==> src/rtl/icetap_capture_ctrl_if.sv <==
// icetap readout stream toward the host link.
// One beat per accepted valid/ready handshake.
interface icetap_capture_ctrl_if #(
    parameter int DATA_WIDTH = 8
);
    logic                  out_valid;
    logic                  out_last;
    logic [DATA_WIDTH-1:0] out_data;
    logic                  out_ready;

    modport master (
        output out_valid,
        output out_last,
        output out_data,
        input  out_ready
    );

    modport slave (
        input  out_valid,
        input  out_last,
        input  out_data,
        output out_ready
    );
endinterface

==> src/rtl/icetap_capture_ctrl.sv <==
// icetap capture/readout sequencer: circular pre/post-trigger capture
// into the sample memory, then oldest-first readout over valid/ready.
module icetap_capture_ctrl #(
    parameter int ADDR_WIDTH = 8,
    parameter int DATA_WIDTH = 8
) (
    input  logic                  clk,
    input  logic                  reset_,
    input  logic                  start,
    input  logic                  abort,
    input  logic [ADDR_WIDTH-1:0] pre_trig_cnt,
    input  logic [ADDR_WIDTH-1:0] post_trig_cnt,
    input  logic                  sample_valid,
    input  logic [DATA_WIDTH-1:0] sample_data,
    input  logic                  trigger,
    output logic                  mem_wr_ena,
    output logic [ADDR_WIDTH-1:0] mem_wr_addr,
    output logic [DATA_WIDTH-1:0] mem_wr_data,
    output logic                  mem_rd_ena,
    output logic [ADDR_WIDTH-1:0] mem_rd_addr,
    input  logic [DATA_WIDTH-1:0] mem_rd_data,
    input  logic                  rd_start,
    icetap_capture_ctrl_if.master out_if,
    output logic                  busy,
    output logic                  done,
    output logic [ADDR_WIDTH-1:0] trig_addr,
    output logic [ADDR_WIDTH:0]   num_samples
);
    typedef enum logic [2:0] {
        S_IDLE, S_PRE, S_ARMED, S_POST, S_DONE, S_READ
    } state_t;

    localparam logic [ADDR_WIDTH:0] W_DEPTH = {1'b1, {ADDR_WIDTH{1'b0}}};

    state_t                r_state;
    logic [ADDR_WIDTH-1:0] r_wr_ptr;
    logic [ADDR_WIDTH:0]   r_num;
    logic [ADDR_WIDTH-1:0] r_pre_lat;
    logic [ADDR_WIDTH-1:0] r_post_lat;
    logic [ADDR_WIDTH-1:0] r_pre_cnt;
    logic [ADDR_WIDTH-1:0] r_post_rem;
    logic [ADDR_WIDTH-1:0] r_trig_addr;
    logic [ADDR_WIDTH-1:0] r_rd_ptr;
    logic [ADDR_WIDTH:0]   r_rd_rem;
    logic                  r_out_valid;
    logic                  r_wr_ena;
    logic [ADDR_WIDTH-1:0] r_wr_addr;
    logic [DATA_WIDTH-1:0] r_wr_data;

    logic                  w_capturing;
    logic                  w_cap;
    logic                  w_rd_ena;
    logic                  w_last_acc;
    logic [ADDR_WIDTH-1:0] w_pre_nxt;
    logic [ADDR_WIDTH-1:0] w_oldest;

    assign w_capturing = (r_state == S_PRE) || (r_state == S_ARMED) ||
                         (r_state == S_POST);
    assign w_cap       = sample_valid & w_capturing;
    assign w_rd_ena    = (r_state == S_READ) && (r_rd_rem != '0) &&
                         (!r_out_valid || out_if.out_ready);
    assign w_last_acc  = (r_state == S_READ) && r_out_valid &&
                         out_if.out_ready && (r_rd_rem == '0);
    assign w_pre_nxt   = r_pre_cnt + 1'b1;
    // A full buffer (num=DEPTH) wraps to oldest == wr_ptr.
    assign w_oldest    = r_wr_ptr - r_num[ADDR_WIDTH-1:0];

    always_ff @(posedge clk or negedge reset_) begin
        if (!reset_) begin
            r_state     <= S_IDLE;
            r_wr_ptr    <= '0;
            r_num       <= '0;
            r_pre_lat   <= '0;
            r_post_lat  <= '0;
            r_pre_cnt   <= '0;
            r_post_rem  <= '0;
            r_trig_addr <= '0;
            r_rd_ptr    <= '0;
            r_rd_rem    <= '0;
            r_out_valid <= 1'b0;
            r_wr_ena    <= 1'b0;
            r_wr_addr   <= '0;
            r_wr_data   <= '0;
        end else begin
            r_wr_ena <= 1'b0;
            if (w_cap) begin
                r_wr_ena  <= 1'b1;
                r_wr_addr <= r_wr_ptr;
                r_wr_data <= sample_data;
                r_wr_ptr  <= r_wr_ptr + 1'b1;
                if (r_num != W_DEPTH) r_num <= r_num + 1'b1;
            end
            if (w_rd_ena) begin
                r_rd_ptr <= r_rd_ptr + 1'b1;
                r_rd_rem <= r_rd_rem - 1'b1;
            end
            r_out_valid <= w_rd_ena | (r_out_valid & ~out_if.out_ready);
            if (abort) begin
                r_state     <= S_IDLE;
                r_wr_ena    <= 1'b0;
                r_out_valid <= 1'b0;
            end else begin
                unique case (r_state)
                    S_IDLE, S_DONE: begin
                        if (start) begin
                            r_wr_ptr   <= '0;
                            r_num      <= '0;
                            r_pre_lat  <= pre_trig_cnt;
                            r_post_lat <= post_trig_cnt;
                            r_pre_cnt  <= '0;
                            r_state    <= (pre_trig_cnt == '0) ? S_ARMED : S_PRE;
                        end else if (r_state == S_DONE && rd_start) begin
                            r_rd_ptr <= w_oldest;
                            r_rd_rem <= r_num;
                            r_state  <= S_READ;
                        end
                    end
                    S_PRE: begin
                        if (sample_valid) begin
                            r_pre_cnt <= w_pre_nxt;
                            if (w_pre_nxt == r_pre_lat) r_state <= S_ARMED;
                        end
                    end
                    S_ARMED: begin
                        if (sample_valid && trigger) begin
                            r_trig_addr <= r_wr_ptr;
                            r_post_rem  <= r_post_lat;
                            r_state     <= (r_post_lat == '0) ? S_DONE : S_POST;
                        end
                    end
                    S_POST: begin
                        if (sample_valid) begin
                            r_post_rem <= r_post_rem - 1'b1;
                            if (r_post_rem == ADDR_WIDTH'(1)) r_state <= S_DONE;
                        end
                    end
                    S_READ: begin
                        if (w_last_acc) r_state <= S_DONE;
                    end
                    default: r_state <= S_IDLE;
                endcase
            end
        end
    end

    assign mem_wr_ena       = r_wr_ena;
    assign mem_wr_addr      = r_wr_addr;
    assign mem_wr_data      = r_wr_data;
    assign mem_rd_ena       = w_rd_ena;
    assign mem_rd_addr      = r_rd_ptr;
    assign out_if.out_valid = r_out_valid;
    assign out_if.out_last  = r_out_valid && (r_rd_rem == '0);
    assign out_if.out_data  = mem_rd_data;
    assign busy             = w_capturing;
    assign done             = (r_state == S_DONE);
    assign trig_addr        = r_trig_addr;
    assign num_samples      = r_num;
endmodule

==> src/flat_wrapper.sv <==
// flat-port wrapper written by rule: the top's interface ports become plain ports
module icetap_capture_ctrl_flat 
#(
    parameter int ADDR_WIDTH = 8,
    parameter int DATA_WIDTH = 8
)
  (clk, reset_, start, abort, pre_trig_cnt, post_trig_cnt, sample_valid, sample_data, trigger, mem_wr_ena, mem_wr_addr, mem_wr_data, mem_rd_ena, mem_rd_addr, mem_rd_data, rd_start, busy, done, trig_addr, num_samples, out_if_out_valid, out_if_out_last, out_if_out_data, out_if_out_ready);
  icetap_capture_ctrl_if #(.DATA_WIDTH(DATA_WIDTH)) out_if_i ();
  input  logic clk;
  input  logic reset_;
  input  logic start;
  input  logic abort;
  input  logic [ADDR_WIDTH-1:0] pre_trig_cnt;
  input  logic [ADDR_WIDTH-1:0] post_trig_cnt;
  input  logic sample_valid;
  input  logic [DATA_WIDTH-1:0] sample_data;
  input  logic trigger;
  output logic mem_wr_ena;
  output logic [ADDR_WIDTH-1:0] mem_wr_addr;
  output logic [DATA_WIDTH-1:0] mem_wr_data;
  output logic mem_rd_ena;
  output logic [ADDR_WIDTH-1:0] mem_rd_addr;
  input  logic [DATA_WIDTH-1:0] mem_rd_data;
  input  logic rd_start;
  output logic busy;
  output logic done;
  output logic [ADDR_WIDTH-1:0] trig_addr;
  output logic [ADDR_WIDTH:0] num_samples;
  output wire logic [$bits(out_if_i.out_valid)-1:0] out_if_out_valid;
  output wire logic [$bits(out_if_i.out_last)-1:0] out_if_out_last;
  output wire logic [$bits(out_if_i.out_data)-1:0] out_if_out_data;
  input wire logic [$bits(out_if_i.out_ready)-1:0] out_if_out_ready;
  assign out_if_out_valid = out_if_i.out_valid;
  assign out_if_out_last = out_if_i.out_last;
  assign out_if_out_data = out_if_i.out_data;
  assign out_if_i.out_ready = out_if_out_ready;
  icetap_capture_ctrl #(.ADDR_WIDTH(ADDR_WIDTH), .DATA_WIDTH(DATA_WIDTH)) u_core (.clk(clk), .reset_(reset_), .start(start), .abort(abort), .pre_trig_cnt(pre_trig_cnt), .post_trig_cnt(post_trig_cnt), .sample_valid(sample_valid), .sample_data(sample_data), .trigger(trigger), .mem_wr_ena(mem_wr_ena), .mem_wr_addr(mem_wr_addr), .mem_wr_data(mem_wr_data), .mem_rd_ena(mem_rd_ena), .mem_rd_addr(mem_rd_addr), .mem_rd_data(mem_rd_data), .rd_start(rd_start), .out_if(out_if_i), .busy(busy), .done(done), .trig_addr(trig_addr), .num_samples(num_samples));
endmodule
==> config.mk <==
export PLATFORM = sky130hd
export DESIGN_NAME = icetap_capture_ctrl_flat
export DESIGN_NICKNAME = d
export VERILOG_FILES = /design/src/rtl/icetap_capture_ctrl_if.sv /design/src/rtl/icetap_capture_ctrl.sv /design/src/flat_wrapper.sv
export SDC_FILE = /design/constraint.sdc
export NUM_CORES = 1
export LEC_CHECK = 0
export CAP_MARGIN = 20
export CORE_MARGIN = 8
export CORE_UTILIZATION = 55
export CTS_BUF_LIST = sky130_fd_sc_hd__clkbuf_2 sky130_fd_sc_hd__clkbuf_4 sky130_fd_sc_hd__clkbuf_8
export DETAILED_ROUTE_END_ITERATION = 16
export GPL_ROUTABILITY_DRIVEN = 0
export PLACE_DENSITY = 0.83
export SETUP_SLACK_MARGIN = 0.3
export SYNTH_ARGS = -nofsm -noshare
export SYNTH_HDL_FRONTEND = slang
export SYNTH_SLANG_ARGS = --single-unit
==> constraint.sdc <==
create_clock -name clk -period 2.55 [get_ports clk]
set_input_delay 0.6375 -clock clk [delete_from_list [all_inputs] [get_ports clk]]
set_output_delay 0.6375 -clock clk [all_outputs]
set_load 0.03 [all_outputs]
==> results of run 1 <==
worst max-delay path, stage by stage, from the launching register on:
cell      delay [ns]
dfrtp_1         0.39
inv_1           0.06
ha_2            0.17
nor4b_4         0.28
a221oi_2        0.09
buf_4           0.16
buf_6           0.13
cell type report:
type	instances	area, um^2	share of cell area, %
multi-input cells	398	2615	40.28
flip-flops and latches	95	2379	36.64
repair buffers	115	1100	16.94
well taps	111	138.9	2.139
clock buffers	10	131.4	2.024
inverters	18	67.56	1.041
clock inverters	5	58.81	0.9058
diodes	1	2.502	0.03854
metal layers:
metal  GRT usage, %  vias up  wire length (um)
li1               -     2061                 -
met2          34.01      107              6521
met3          4.899       18               671
met1          24.64     2130              5286
met5              0        -                 0
met4          7.371        0               195
cell usage in the layout, fill, tap and decap left out, types with 4 or more instances in the layout:
master / n
clkbuf_8: 9
nand4_1: 6
and2_1: 6
nor2b_1: 4
and3_1: 5
clkdlybuf4s50_1: 68
mux2i_1: 5
nor3_1: 10
inv_1: 18
ha_1: 14
nor2_1: 50
nand2b_1: 6
nand2_1: 87
nand3_1: 13
a31oi_1: 4
o21ai_0: 33
dlymetal6s2s_1: 4
xnor2_1: 24
mux2_2: 23
dfrtp_1: 94
a21o_1: 4
a21oi_1: 21
xor2_1: 20
nor4_1: 6
buf_4: 35
power breakdown:
group	switching (uW)	leakage (uW)	internal, uW
sequential	490	0.00123	1980
combinational	1740	0.00158	1470
clock	517	0.0000922	461
path summary, 6_finish.rpt:
path / from / end / slack (ns) / cells past startpoint
worst max-delay path: u_core.r_rd_rem[1] / mem_rd_ena / 0.26 / 6
worst min-delay path: reset_ / u_core.r_post_lat[3] / 0.28 / 1
worst max register to register: u_core.r_wr_ptr[0] / u_core.mem_rd_addr[6] / 0.37 / 10
worst min register to register: u_core.mem_wr_addr[1] / u_core.mem_wr_addr[1] / 0.49 / 2
max in group asynchronous: reset_ / u_core.mem_rd_addr[5] / 1.66 / 2
min in group clk: u_core.mem_wr_addr[1] / u_core.mem_wr_addr[1] / 0.49 / 2
through the flow:
stage                     utilization, %  cells  hold slack, ns
after detailed placement           66.88    726          0.4656
after global routing               70.60    753          0.3114
after global placement             66.88    726          0.4587
final                              70.60    753          0.2781
after CTS                          69.51    746          0.2898
after floorplan                        -    541          0.3419
repair_timing:
action,4_1_cts,5_1_grt
pin swaps,2,5
setup buffers,5,6
setup endpoints to repair,4,14
gates resized for setup,5,15
cells by family after synthesis:
group | synth area share (%)
mux | 5.959
xor+xnor | 7.431
buf+inv | 4.728
fa+ha+maj | 4.005
compound gates | 11.24
flops | 45.84
simple gates | 20.80
==> flow_summary_export.csv, run 1 <==
group,metric,value,unit
cts,htree_levels,3,
routing,drtIter0Drc,387,
routing,viasPerCell,5.732,
die,io-pin-count,95,
die,initial_core_util,56.39,%
sta,fin_crit_sh,89.98,%
finish,drive_above_1_share,15.44,%
cts,clk_pin_slew,0.09,ns
sta,worstMarginPinSlew,0.6028,ns
critical_path,worstPathArrival,1.66,ns
die,coreArea,9196,um^2
routing,drtPass1Iterations,4,
yosys,yosys.area.top_type,"dfrtp_1",
sta,slew_headroom,59.81,%
yosys,synth_top_flop_cell,"dfrtp_1",
routing,detail-route-antenna-nets,0,
cts,cts_buffers,9,
die,rows,35,
cts,cts_tree,"done",
critical_path,cp-end-kind,"output pin",
sta,rsz0062_at_grt,"true",
run,maxCapViolCount,0,
yosys,synth_top_area_share,45.84,%
hold_path,hp-class,"in -> async",
sta,fin_worst_skew,0.009701,ns
yosys,synth_most_common_cell,"dfrtp_1",
routing,vias,4316,
global_routing,grt_antenna_before_repair,1,
run_status,outcome,"completed",
yosys,synthesis.nets,597,
critical_path,crit_type,"reg -> out",
sta,final.min_clock_period,2.295,ns
finish,nNetsFinal,693,
routing,drc,0,
power,ir_drop,0.5175,mV
global_routing,grt_pass1_vias,4363,
routing,wirelength,12670,um
cts,root_buffer,"clkbuf_8",
global_routing,grt_first_pass_wirelength,21090,um
critical_path,crit_fanout,3,
yosys,syn_inst,541,
yosys,synth-edff-count,0,
finish,fillers,698,
placed_design,place_ws,0.03762,ns
routing,wl_per_cell,16.83,um
power,power_density,1026,nW/um^2
global_routing,overflow,0,
placed_design,placed_area,6151,um^2
global_routing,grt_max_degree,48,
critical_path,worst-endpoint-required,1.91,ns
yosys,yosysUniqueCellTypes,64,
yosys,syn_area,5186,um^2
critical_path,crit_path_start_kind,"flip-flop",
finish,syn_to_final_growth,25.19,%
power,leakagePower,0.002908,uW
die,die_area,12790,um^2
yosys,synth_common_cells,"dfrtp_1 (95), nand2_1 (87), nor2_1 (50)",
finish,design_area,6492,um^2
cts,hold_buffers,0,
sta,setup_viol,0,
power,finalPower,6658,uW
sta,report.final.slew_viol_count,0,
cts,cts_buffer_depth,2,
die,die_w,113.1,um
sta,timing.fmax,435.8,MHz
yosys,yosysSeqAreaShare,45.84,%
yosys,ys_warn_count,0,
yosys,postSynth.asyncResetShare,100.0,%
yosys,ys_seq_elements,95,
yosys,syn_area_per_cell,9.586,um^2
sta,fin_ws,0.2554,ns
placed_design,port_buffers,78,
sta,fin_tns_setup,0,ns
placed_design,hpwl,9296,um
sta,hold_violations,0,
cts,cts.sinks,95,
global_routing,grt_use_total,20.21,%
yosys,synth.area.top_cells,"dfrtp_1 (46%), nand2_1 (6.3%), mux2_2 (5.0%), xnor2_1 (4.1%), ha_1 (3.6%)",
cts,clk_latency,0.36,ns
die,fp.dieH,113.1,um
Note: power is estimated with default switching activity, not from simulation.
==> inputs of run 2 (changes only) <==
Settings changed: CTS_CLUSTER_DIAMETER set to 120.
==> results of run 2 <==
Final layout, timing and power as in run 1 (identical DEF).
==> inputs of run 3 (changes only) <==
Settings changed: CORE_MARGIN 8 to 2, CORE_UTILIZATION 55 to 65, DONT_BUFFER_PORTS set to 1, PLACE_DENSITY 0.83 to 0.81.
==> run 3 against run 2 <==
  * The run now ends with hold timing left
  * Critical path depth fell by 1
  * Power fell by 7.5%
  * Wire length fell by 9.6%
  * Die area fell by 32%
  * Cell area fell by 14%
  * Sequential share of layout area rose by 6.0 points
  * Fmax barely moved
  * Non-clock buffer count fell by 90
  * Clock power rose by 0.8%
  * Via count fell by 7.1%
  * Clock skew rose by 0.013 ns
  * Critical path type unchanged
  * Largest cell class unchanged
  * Largest power group is now sequential cells
==> flow_summary_export.csv, run 3 (synthesis results as in run 1) <==
group,metric,value,unit
power,power_density,1103,nW/um^2
sta,report.final.slew_viol_count,0,
die,die_w,93.33,um
critical_path,reg2reg_slack,0.41,ns
sta,fin_hold_ws,-0.06711,ns
cts,cts_buffer_depth,2,
die,fp.dieH,93.33,um
finish,drive_above_1_share,16.12,%
placed_design,dp_cells,632,
finish,diodes,0,
critical_path,crit_path_start_kind,"flip-flop",
power,finalPower,6157,uW
sta,fin_worst_skew,0.02244,ns
critical_path,worst-endpoint-required,1.91,ns
cts,root_buffer,"clkbuf_8",
sta,rsz0062_at_grt,"true",
routing,drtIter0Drc,241,
routing,wl_per_cell,17.52,um
hold_path,hp-class,"in -> async",
cts,cts_tree,"done",
sta,slew_headroom,64.48,%
sta,setup_viol,0,
routing,vias,4011,
cts,cts_buffers,9,
global_routing,overflow,0,
routing,viasPerCell,6.133,
routing,drc,0,
die,coreArea,7727,um^2
die,die_area,8710,um^2
die,io-pin-count,95,
routing,drtPass1Iterations,4,
critical_path,cp-end-kind,"output pin",
critical_path,reg2regPathDepth,8,
routing,wirelength,11460,um
power,leakagePower,0.002484,uW
sta,fin_ws,0.2534,ns
global_routing,grt_use_total,27.34,%
run_status,violations,"hold timing",
finish,nNetsFinal,603,
die,rows,32,
placed_design,port_buffers,0,
critical_path,worstPathArrival,1.66,ns
placed_design,place_ws,0.3132,ns
global_routing,grt_antenna_before_repair,0,
cts,clk_latency,0.38,ns
global_routing,grt_max_degree,96,
run,maxCapViolCount,0,
sta,hold_violations,95,
die,initial_core_util,67.11,%
finish,layout_common_cells,"dfrtp_1 (91), nand2_1 (87), nor2_1 (49)",
global_routing,grt_first_pass_wirelength,18770,um
power,ir_drop,0.6724,mV
cts,cts.sinks,95,
finish,instances_no_fill,654,
sta,fin_crit_sh,90.06,%
placed_design,hpwl,8082,um
critical_path,r2r_end,"u_core.num_samples[7]",
finish,syn_to_final_growth,7.624,%
cts,clk_pin_slew,0.11,ns
sta,final.min_clock_period,2.297,ns
critical_path,reg2reg_from,"u_core.num_samples[0]",
run_status,outcome,"finished, violations left",
critical_path,crit_fanout,4,
routing,detail-route-antenna-nets,0,
sta,timing.fmax,435.4,MHz
global_routing,grt_pass1_vias,3931,
critical_path,crit_type,"reg -> out",
finish,final_common_cell,"dfrtp_1",
sta,worstMarginPinSlew,0.5327,ns
cts,htree_levels,3,
sta,fin_tns_setup,0,ns
-- run 3: cell type report --
cell class | count | area (um^2)
clock buffers | 9 | 123.9
clock inverters | 7 | 75.07
fillers | 546 | 2146
inverters | 18 | 67.56
multi-input cells | 398 | 2618
flip-flops and latches | 95 | 2382
well taps | 102 | 127.6
repair buffers | 25 | 187.7
-- run 3: what timing repair did --
item                                   in CTS  in global routing
buffers inserted                            3                  3
setup endpoints to repair                   4                  7
cloned                                      0                  0
endpoints found under the hold margin      95                 95
gates resized for setup                     4                 10
pin swaps                                   1                  4
-- run 3: power breakdown --
group	switching, uW	total [uW]	internal (uW)	leakage [uW]
logic	1290	2370	1080	0.00116
clock network	605	986	381	0.0000959
registers	829	2810	1980	0.00123
-- run 3: worst max path at each step --
| stage | slack [ns] | from | depth (start not counted) | endpoint |
|---|---|---|---|---|
| 2_1_floorplan | 0.38 | u_core.num_samples[1] | 8 | u_core.num_samples[7] |
| 3_3_place_gp | 0.42 | u_core.r_rd_rem[0] | 9 | u_core.mem_rd_addr[5] |
| 3_5_place_dp | 0.31 | sample_valid | 5 | u_core.r_pre_cnt[7] |
| 4_1_cts | 0.25 | u_core.r_state[1] | 3 | mem_rd_ena |
| 5_1_grt | 0.22 | u_core.r_rd_rem[0] | 5 | mem_rd_ena |
| 6_report | 0.25 | u_core.r_rd_rem[0] | 5 | mem_rd_ena |
-- run 3: per-stage QoR --
stage	hold slack [ns]	cell area, um^2	util [%]
finish	-0.06711	5582	72.23
global route	-0.08343	5582	72.23
CTS	-0.06896	5529	71.55
global placement	0.3443	5288	68.43
detailed placement	0.3437	5288	68.43
floorplan	0.3419	5186	-
-- run 3: critical path, stage by stage, from the launching register on --
cell and delay, ns:
dfrtp_1 0.37, inv_1 0.05, ha_2 0.18, nor4b_4 0.14, a221oi_2 0.31, buf_4 0.24
-- run 3: metal layers --
metal | up-vias | GRT usage (%) | wire (um)
li1 | 1876 | - | -
met1 | 1963 | 33.71 | 4602
met2 | 151 | 46.52 | 5939
met3 | 21 | 6.124 | 706
met4 | 0 | 11.15 | 210
met5 | - | 0 | 0
